--- src/rtl/cpu_bus_pkg.sv ---
// Shared widths, FSM state type and small helpers for the CPU bus decoder.
package cpu_bus_pkg;

  localparam int ADDR_W = 16;
  localparam int DATA_W = 8;
  localparam int WAIT_W = 4;
  localparam int UCNT_W = 8;

  typedef enum logic {
    ST_RUN  = 1'b0,
    ST_WAIT = 1'b1
  } bus_state_t;

  function automatic logic [UCNT_W-1:0] sat_inc(input logic [UCNT_W-1:0] value);
    return (value == {UCNT_W{1'b1}}) ? value : value + UCNT_W'(1);
  endfunction

endpackage

--- src/rtl/clken_div.sv ---
// Free-running clock divider producing the CPU-cycle tick and a registered phi2.
module clken_div #(
  parameter int CLK_DIV = 4
) (
  input  logic clk,
  input  logic rst_n,
  output logic tick,
  output logic phi2
);

  localparam int CNT_W = $clog2(CLK_DIV);
  localparam logic [CNT_W-1:0] LAST = CNT_W'(CLK_DIV - 1);
  localparam logic [CNT_W-1:0] HALF = CNT_W'(CLK_DIV / 2);

  logic [CNT_W-1:0] div_cnt;
  logic [CNT_W-1:0] div_next;

  assign tick     = (div_cnt == LAST);
  assign div_next = tick ? '0 : div_cnt + CNT_W'(1);

  // phi2 is derived from the next count so it lines up with div_cnt itself.
  always_ff @(posedge clk) begin
    if (!rst_n) begin
      div_cnt <= '0;
      phi2    <= 1'b0;
    end else begin
      div_cnt <= div_next;
      phi2    <= (div_next >= HALF);
    end
  end

endmodule

--- src/rtl/cpu_bus_decoder.sv ---
// Address decoder, wait-state sequencer and read mux between a CPU and its memory regions.
module cpu_bus_decoder
  import cpu_bus_pkg::*;
#(
  parameter int                          NUM_REGIONS = 4,
  parameter int                          CLK_DIV     = 4,
  parameter logic [16*NUM_REGIONS-1:0]   REGION_BASE = {16'h8000, 16'h0000, 16'h0000, 16'h0000},
  parameter logic [16*NUM_REGIONS-1:0]   REGION_MASK = {16'h8000, 16'h8000, 16'h0000, 16'h0000},
  parameter logic [4*NUM_REGIONS-1:0]    REGION_WAIT = '0,
  parameter logic [7:0]                  OPEN_BUS    = 8'h00
) (
  input  logic                          clk,
  input  logic                          rst_n,
  input  logic [ADDR_W-1:0]             cpu_addr,
  input  logic                          cpu_we,
  input  logic [DATA_W-1:0]             cpu_dout,
  output logic [DATA_W-1:0]             cpu_din,
  output logic                          cpu_clken,
  output logic                          phi2,
  output logic [NUM_REGIONS-1:0]        cs,
  output logic [NUM_REGIONS-1:0]        we_out,
  output logic [DATA_W-1:0]             wr_data,
  input  logic [DATA_W*NUM_REGIONS-1:0] rd_data,
  output logic [UCNT_W-1:0]             unmapped_cnt
);

  logic              tick;
  logic              hit;
  logic [WAIT_W-1:0] sel_wait;
  logic [DATA_W-1:0] sel_data;
  bus_state_t        state;
  logic [WAIT_W-1:0] wcnt;

  clken_div #(
    .CLK_DIV(CLK_DIV)
  ) u_clken_div (
    .clk  (clk),
    .rst_n(rst_n),
    .tick (tick),
    .phi2 (phi2)
  );

  // Scan from the top index down so the lowest matching region overwrites the rest.
  always_comb begin
    cs = '0;
    for (int i = NUM_REGIONS - 1; i >= 0; i--) begin
      if ((REGION_MASK[i*ADDR_W +: ADDR_W] != '0) &&
          ((cpu_addr & REGION_MASK[i*ADDR_W +: ADDR_W]) == REGION_BASE[i*ADDR_W +: ADDR_W])) begin
        cs    = '0;
        cs[i] = 1'b1;
      end
    end
  end

  assign hit = |cs;

  always_comb begin
    sel_wait = '0;
    sel_data = OPEN_BUS;
    for (int i = 0; i < NUM_REGIONS; i++) begin
      if (cs[i]) begin
        sel_wait = REGION_WAIT[i*WAIT_W +: WAIT_W];
        sel_data = rd_data[i*DATA_W +: DATA_W];
      end
    end
  end

  always_comb begin
    cpu_clken = 1'b0;
    if (rst_n && tick) begin
      case (state)
        ST_RUN:  cpu_clken = (sel_wait == '0);
        ST_WAIT: cpu_clken = (wcnt == '0);
        default: cpu_clken = 1'b0;
      endcase
    end
  end

  // The wait length is captured on entry so address changes mid-access cannot extend it.
  always_ff @(posedge clk) begin
    if (!rst_n) begin
      state <= ST_RUN;
      wcnt  <= '0;
    end else if (tick) begin
      case (state)
        ST_RUN: begin
          if (sel_wait != '0) begin
            state <= ST_WAIT;
            wcnt  <= sel_wait - WAIT_W'(1);
          end
        end
        ST_WAIT: begin
          if (wcnt == '0) begin
            state <= ST_RUN;
          end else begin
            wcnt <= wcnt - WAIT_W'(1);
          end
        end
        default: begin
          state <= ST_RUN;
          wcnt  <= '0;
        end
      endcase
    end
  end

  assign we_out  = cs & {NUM_REGIONS{cpu_we & cpu_clken}};
  assign wr_data = cpu_dout;

  always_ff @(posedge clk) begin
    if (!rst_n) begin
      cpu_din      <= '0;
      unmapped_cnt <= '0;
    end else begin
      cpu_din <= sel_data;
      if (cpu_clken && !hit) begin
        unmapped_cnt <= sat_inc(unmapped_cnt);
      end
    end
  end

endmodule

--- config.mk ---
export PLATFORM = sky130hd
export DESIGN_NAME = cpu_bus_decoder
export DESIGN_NICKNAME = d
export VERILOG_FILES = /design/src/rtl/cpu_bus_pkg.sv /design/src/rtl/clken_div.sv /design/src/rtl/cpu_bus_decoder.sv
export SDC_FILE = /design/constraint.sdc
export NUM_CORES = 1
export LEC_CHECK = 0
export ABC_AREA = 1
export CAP_MARGIN = 25
export CORE_MARGIN = 2
export CORE_UTILIZATION = 26
export CTS_CLUSTER_DIAMETER = 30
export DETAILED_ROUTE_END_ITERATION = 8
export PLACE_DENSITY_LB_ADDON = 0.15
export SLEW_MARGIN = 10
export SYNTH_ARGS = -nofsm -noshare
export SYNTH_HDL_FRONTEND = slang
export SYNTH_SLANG_ARGS = --single-unit
--- constraint.sdc ---
create_clock -name clk -period 1.2 [get_ports clk]
set_input_delay 0.18 -clock clk [delete_from_list [all_inputs] [get_ports clk]]
set_output_delay 0.18 -clock clk [all_outputs]
set_load 0.01 [all_outputs]
# == After elaboration in Yosys (flattened, before gate mapping) ==
# Index checks and enable logic that the tools add are counted.
# totals
regBits,24
out_inout_bits,34
# classes
add_sub_neg,3
order_cmp,1
n_eq_ne,3
muxes,13
bitwise_logic,4
reduce_logical,8
# op_table
cell,count
$mux 8,4
$logic_not 16->1,1
$mux 4,4
$add 8x1->8 const B,1
$eq 8x8->1 const B,1
$and 4x4->4,1
$logic_not 4->1,1
$pmux 1 s2,2
$reduce_or 4->1,1
$sub 4x1->4 const B,1
$reduce_and 3->1,1
$add 2x1->2 const B,1
$eq 2x2->1 const B,1
$ge 2x2->1 const B,1
$logic_and 1x1->1,2
$mux 1,2
$mux 2,1
$ne 2x2->1 const B,1
$not 1->1,2
$reduce_and 2->1,1
$and 1x1->1,1
$logic_not 1->1,1

# == Logic depth before layout (Yosys ltp) ==
# logic_depth
ltp_word,6
ltp_mapped,8

# == Cells and area by module ==
# From an unflattened synthesis, not the netlist that was laid out.
# hier_totals
hier_cells,107
area_unflattened_um2,794.5
# by_module_without_submodules
module,instances,cells_per_inst,area_each_um2,seq_area_each_um2
cpu_bus_decoder,1,99,720.7,260.2
clken_div,1,8,73.8,40.0

# == Worst setup path before layout ==
# OpenSTA, ideal clock, no wires.
# synth_path
kind,register to output
startpoint,reg wcnt[0]
endpoint,out we_out[2]
arrival_time_ps,1124
t_required_ps,1020
path_slack_ps,-104
path_stages_with_launch,9
cell_sequence,dfxtp_1 inv_1 ha_1 nand2_2 nand2_2 nand2_2 nor2_4 nand2_2 nor2_1
# synth_between
elab_chain_cells,5
# synth_rtl
element,line,source
"start, declared",cpu_bus_decoder.sv:32,logic [WAIT_W-1:0] wcnt;
"start signal, assigned",cpu_bus_decoder.sv:89,wcnt <= sel_wait - WAIT_W'(1);
"start signal, assigned",cpu_bus_decoder.sv:96,wcnt <= wcnt - WAIT_W'(1);
$logic_not 4->1,cpu_bus_decoder.sv:73,ST_WAIT: cpu_clken = (wcnt == '0);
$pmux 1 s2,cpu_bus_decoder.sv:71,case (state)
$mux 1,cpu_bus_decoder.sv:70,if (rst_n && tick) begin
via cpu_clken,cpu_bus_decoder.sv:18,"output logic cpu_clken,"
$and 1x1->1,cpu_bus_decoder.sv:107,assign we_out = cs & {NUM_REGIONS{cpu_we & cpu_clken}};
$and 4x4->4,cpu_bus_decoder.sv:107,
"end, declared",cpu_bus_decoder.sv:21,"output logic [NUM_REGIONS-1:0] we_out,"
# The timed path passes the listed nets, and every way through them passes these cells.

# == Worst setup path after layout ==
# layout_path
startpoint,reg wcnt[0]
endpoint,out we_out[2]
# layout_between
elab_chain_cells,5
# layout_rtl
element,line
$logic_not 4->1,cpu_bus_decoder.sv:73
$pmux 1 s2,cpu_bus_decoder.sv:71
$mux 1,cpu_bus_decoder.sv:70
$and 1x1->1,cpu_bus_decoder.sv:107
$and 4x4->4,cpu_bus_decoder.sv:107
# No other way between the ends.

==> results.yml <==
timing:
  tns_ns: -1.07
  finalHoldWorstSlack_ns: 0.360
  rsz0062_at_grt: "true"
  fin_crit_ns: 1.56
  final.setup.worst_slack_ns: -0.357
  max_freq_ghz: 0.642
  clock_skew_ns: 0.000927
  final-max-slew-violation-count: 0
  post-route-period-util_pct: 130
  setup-violations-final: 7
  hold_viol: 0
route:
  wl_um: 1760
  vias: 729
  drc: 1
  vias_per_cell: 4.07
  first_pass_iters: 5
  drt-initial-drc-count: 15
  final_antenna_net_count: 0
  wl_per_cell_um: 9.81
setup_path:
  arrival_ns: 1.38
  max_stage_delay_ns: 0.33
  crit_path_frequent_cell: "nand2_4"
  r2r-start: "wcnt[0]"
  crit_slowest_cell: "dfxtp_2"
  crit_chain: "inv_2 > ha_4 > nand2_4 > nand2_4 > nand2_4 > nor2_4 > nand2_4 > nor2_4 > buf_6"
  worstSetupStartpoint: "wcnt[0]"
  required_ns: 1.02
  path_class: "register to output pin"
  crit_path_end_kind: "output pin"
  crit_fanout: 2
  crit_family: "simple AND/OR/NAND/NOR gates"
  start_kind: "register"
  cp.buffers_inverters: 2
clock_tree:
  clk_path_buf_depth: 2
  holdBufCountCts: 0
  clk_pin_slew_ns: 0.09
  htree_num_levels: 1
  clock_latency_ns: 0.27
  cts_tree: "done"
  cts_sinks: 15
  clockRootBuffer: "clkbuf_4"
  cts_made_buffers: 3
placed_design:
  globalplace.congestion: 0.712
  place_hpwl_um: 1390
  postPlaceCellArea_um2: 1170
  placedCellCount: 172
  port_buffers: 33
logic_synthesis:
  synth.largest_area_cell: "dfxtp_1"
  synthXorXnorAreaFrac_pct: 0
  synthAdderAreaFrac_pct: 3.18
  ys_ff_latch: 15
  synth_compound_area_share_pct: 8.60
  ys_types: 20
  syn_avg_cell_area_um2: 7.48
  syn_inst: 105
  netlist_area_um2: 786
  synth_warnings: 0
  synth_top_family_by_area: "buffers and inverters"
  synthMuxAreaShare_pct: 0
  synth_area_leaders: "dfxtp_1 (38%), buf_4 (20%), nor2_1 (9.1%)"
  ys_seq_area_share_pct: 38.2
  synth_top_area_share_pct: 38.2
  yosys.area_share.simple_pct: 24.0
layout:
  layout.nets: 210
  layout_common_cells: "clkdlybuf4s50_1 (18), buf_4 (18), nor2_1 (17), dfxtp_1 (13), conb_1 (12)"
  design_area_um2: 1260
  syn_to_final_growth_pct: 60.5
  drive_gt1_share_pct: 31.8
  antennaDiodeCount: 0
  stdcell_count: 179
floorplanning:
  die_w_um: 59.0
  die_h_um: 59.0
  die_area_um2: 3480
  pin_count: 93
  core_area_um2: 2810
  start_util_pct: 28.0
  rows: 19
worst_hold_path:
  hp-class: "primary input to output pin"
  hp-start: "cpu_dout[6]"
power:
  leakage_uw: 0.000600
  power_per_cell_area_nw_per_um2: 821
  vdd_drop_max_uv: 421
global_route:
  grt_pass1_vias: 711
  globalRouteTotalUtil_pct: 11.0
  gr-total-overflow: 0
  grt_pass1_wl_um: 2880
  grt_antenna_before_repair: 0
  grt_max_degree: 12
run_status:
  violations: "design-rule violations, negative setup slack"
  status: "finished with violations"
job:
  maxCapViolCount: 0
stage by stage:
step           setup slack [ns]  total power, uW  utilization [%]
6_report                 -0.357             1030             45.0
5_1_grt                  -0.466             1100             45.0
4_1_cts                  -0.366             1050             43.0
3_5_place_dp             -0.530              780             41.9
3_3_place_gp             -0.523              779             41.9
2_1_floorplan           -0.0212              690                -
kinds of logic (layout without fill, tap and decap cells):
kind of cell,Yosys count,after routing
adder cells (fa/ha/maj),2,2
AND/OR/NAND/NOR,42,42
flip-flops,15,15
other,1,12
buffers and inverters,32,64
AO/OA/AOI/OAI,13,13
state kept, by name, indices dropped and copies added, names as in the netlist:
register and flops:
wcnt 4, cpu_din 8, u_clken_div.div_cnt 2, state 1
area by class of cell:
cell class / instances / area, um2
sequential: 15 / 303
fill: 296 / 1540
multi-input combinational: 69 / 403
timing repair buffer: 51 / 457
clock buffer: 4 / 26.3
inverter: 9 / 33.8
tap: 31 / 38.8
repair_timing:
action	4_1_cts	5_1_grt
endpoints found under the setup margin	14	7
pin swaps	1	5
buffers inserted	1	3
resized for setup	32	10
final timing paths:
| check | endpoint | cells past startpoint | slack, ns |
|---|---|---|---|
| worst max-delay path | we_out[2] | 9 | -0.36 |
| worst min-delay path | wr_data[6] | 0 | 0.36 |
| worst max register to register | wcnt[1] | 8 | -0.04 |
| worst min register to register | u_clken_div.div_cnt[0] | 1 | 0.44 |
cell usage after synthesis (all sizes together):
| cell type | count |
|---|---|
| buf | 22 |
| nor2 | 22 |
| nand2 | 16 |
| dfxtp | 15 |
| inv | 9 |
| o21ai | 8 |
| a21oi | 4 |
| ha | 2 |
| clkbuf | 1 |
| conb | 1 |
| nand3 | 1 |
| nand3b | 1 |
| nand4 | 1 |
| nor3 | 1 |
| o211ai | 1 |
power breakdown:
| part | internal (uW) | total [uW] | switching (uW) |
|---|---|---|---|
| clock | 129 | 285 | 157 |
| sequential | 524 | 532 | 7.84 |
| combinational | 118 | 217 | 99.6 |
layer usage:
layer,vias up,routed length [um],global-route usage (%),part of all wire [%]
met3,4,215,5.24,12
li1,376,-,-,-
met5,-,0,0,0
met4,0,19,6.17,1.1
met2,34,810,17.6,46
met1,315,711,11.9,40
worst reg2reg max path: cells and delay by family (launching register included):
kind                     cells  cell delay [ns]
AO/OA/AOI/OAI                1             0.12
flip-flops                   1             0.34
AND/OR/NAND/NOR              4             0.37
adder cells (fa/ha/maj)      1             0.16
buffers and inverters        2             0.19
Power figures use the tool's default switching activity.
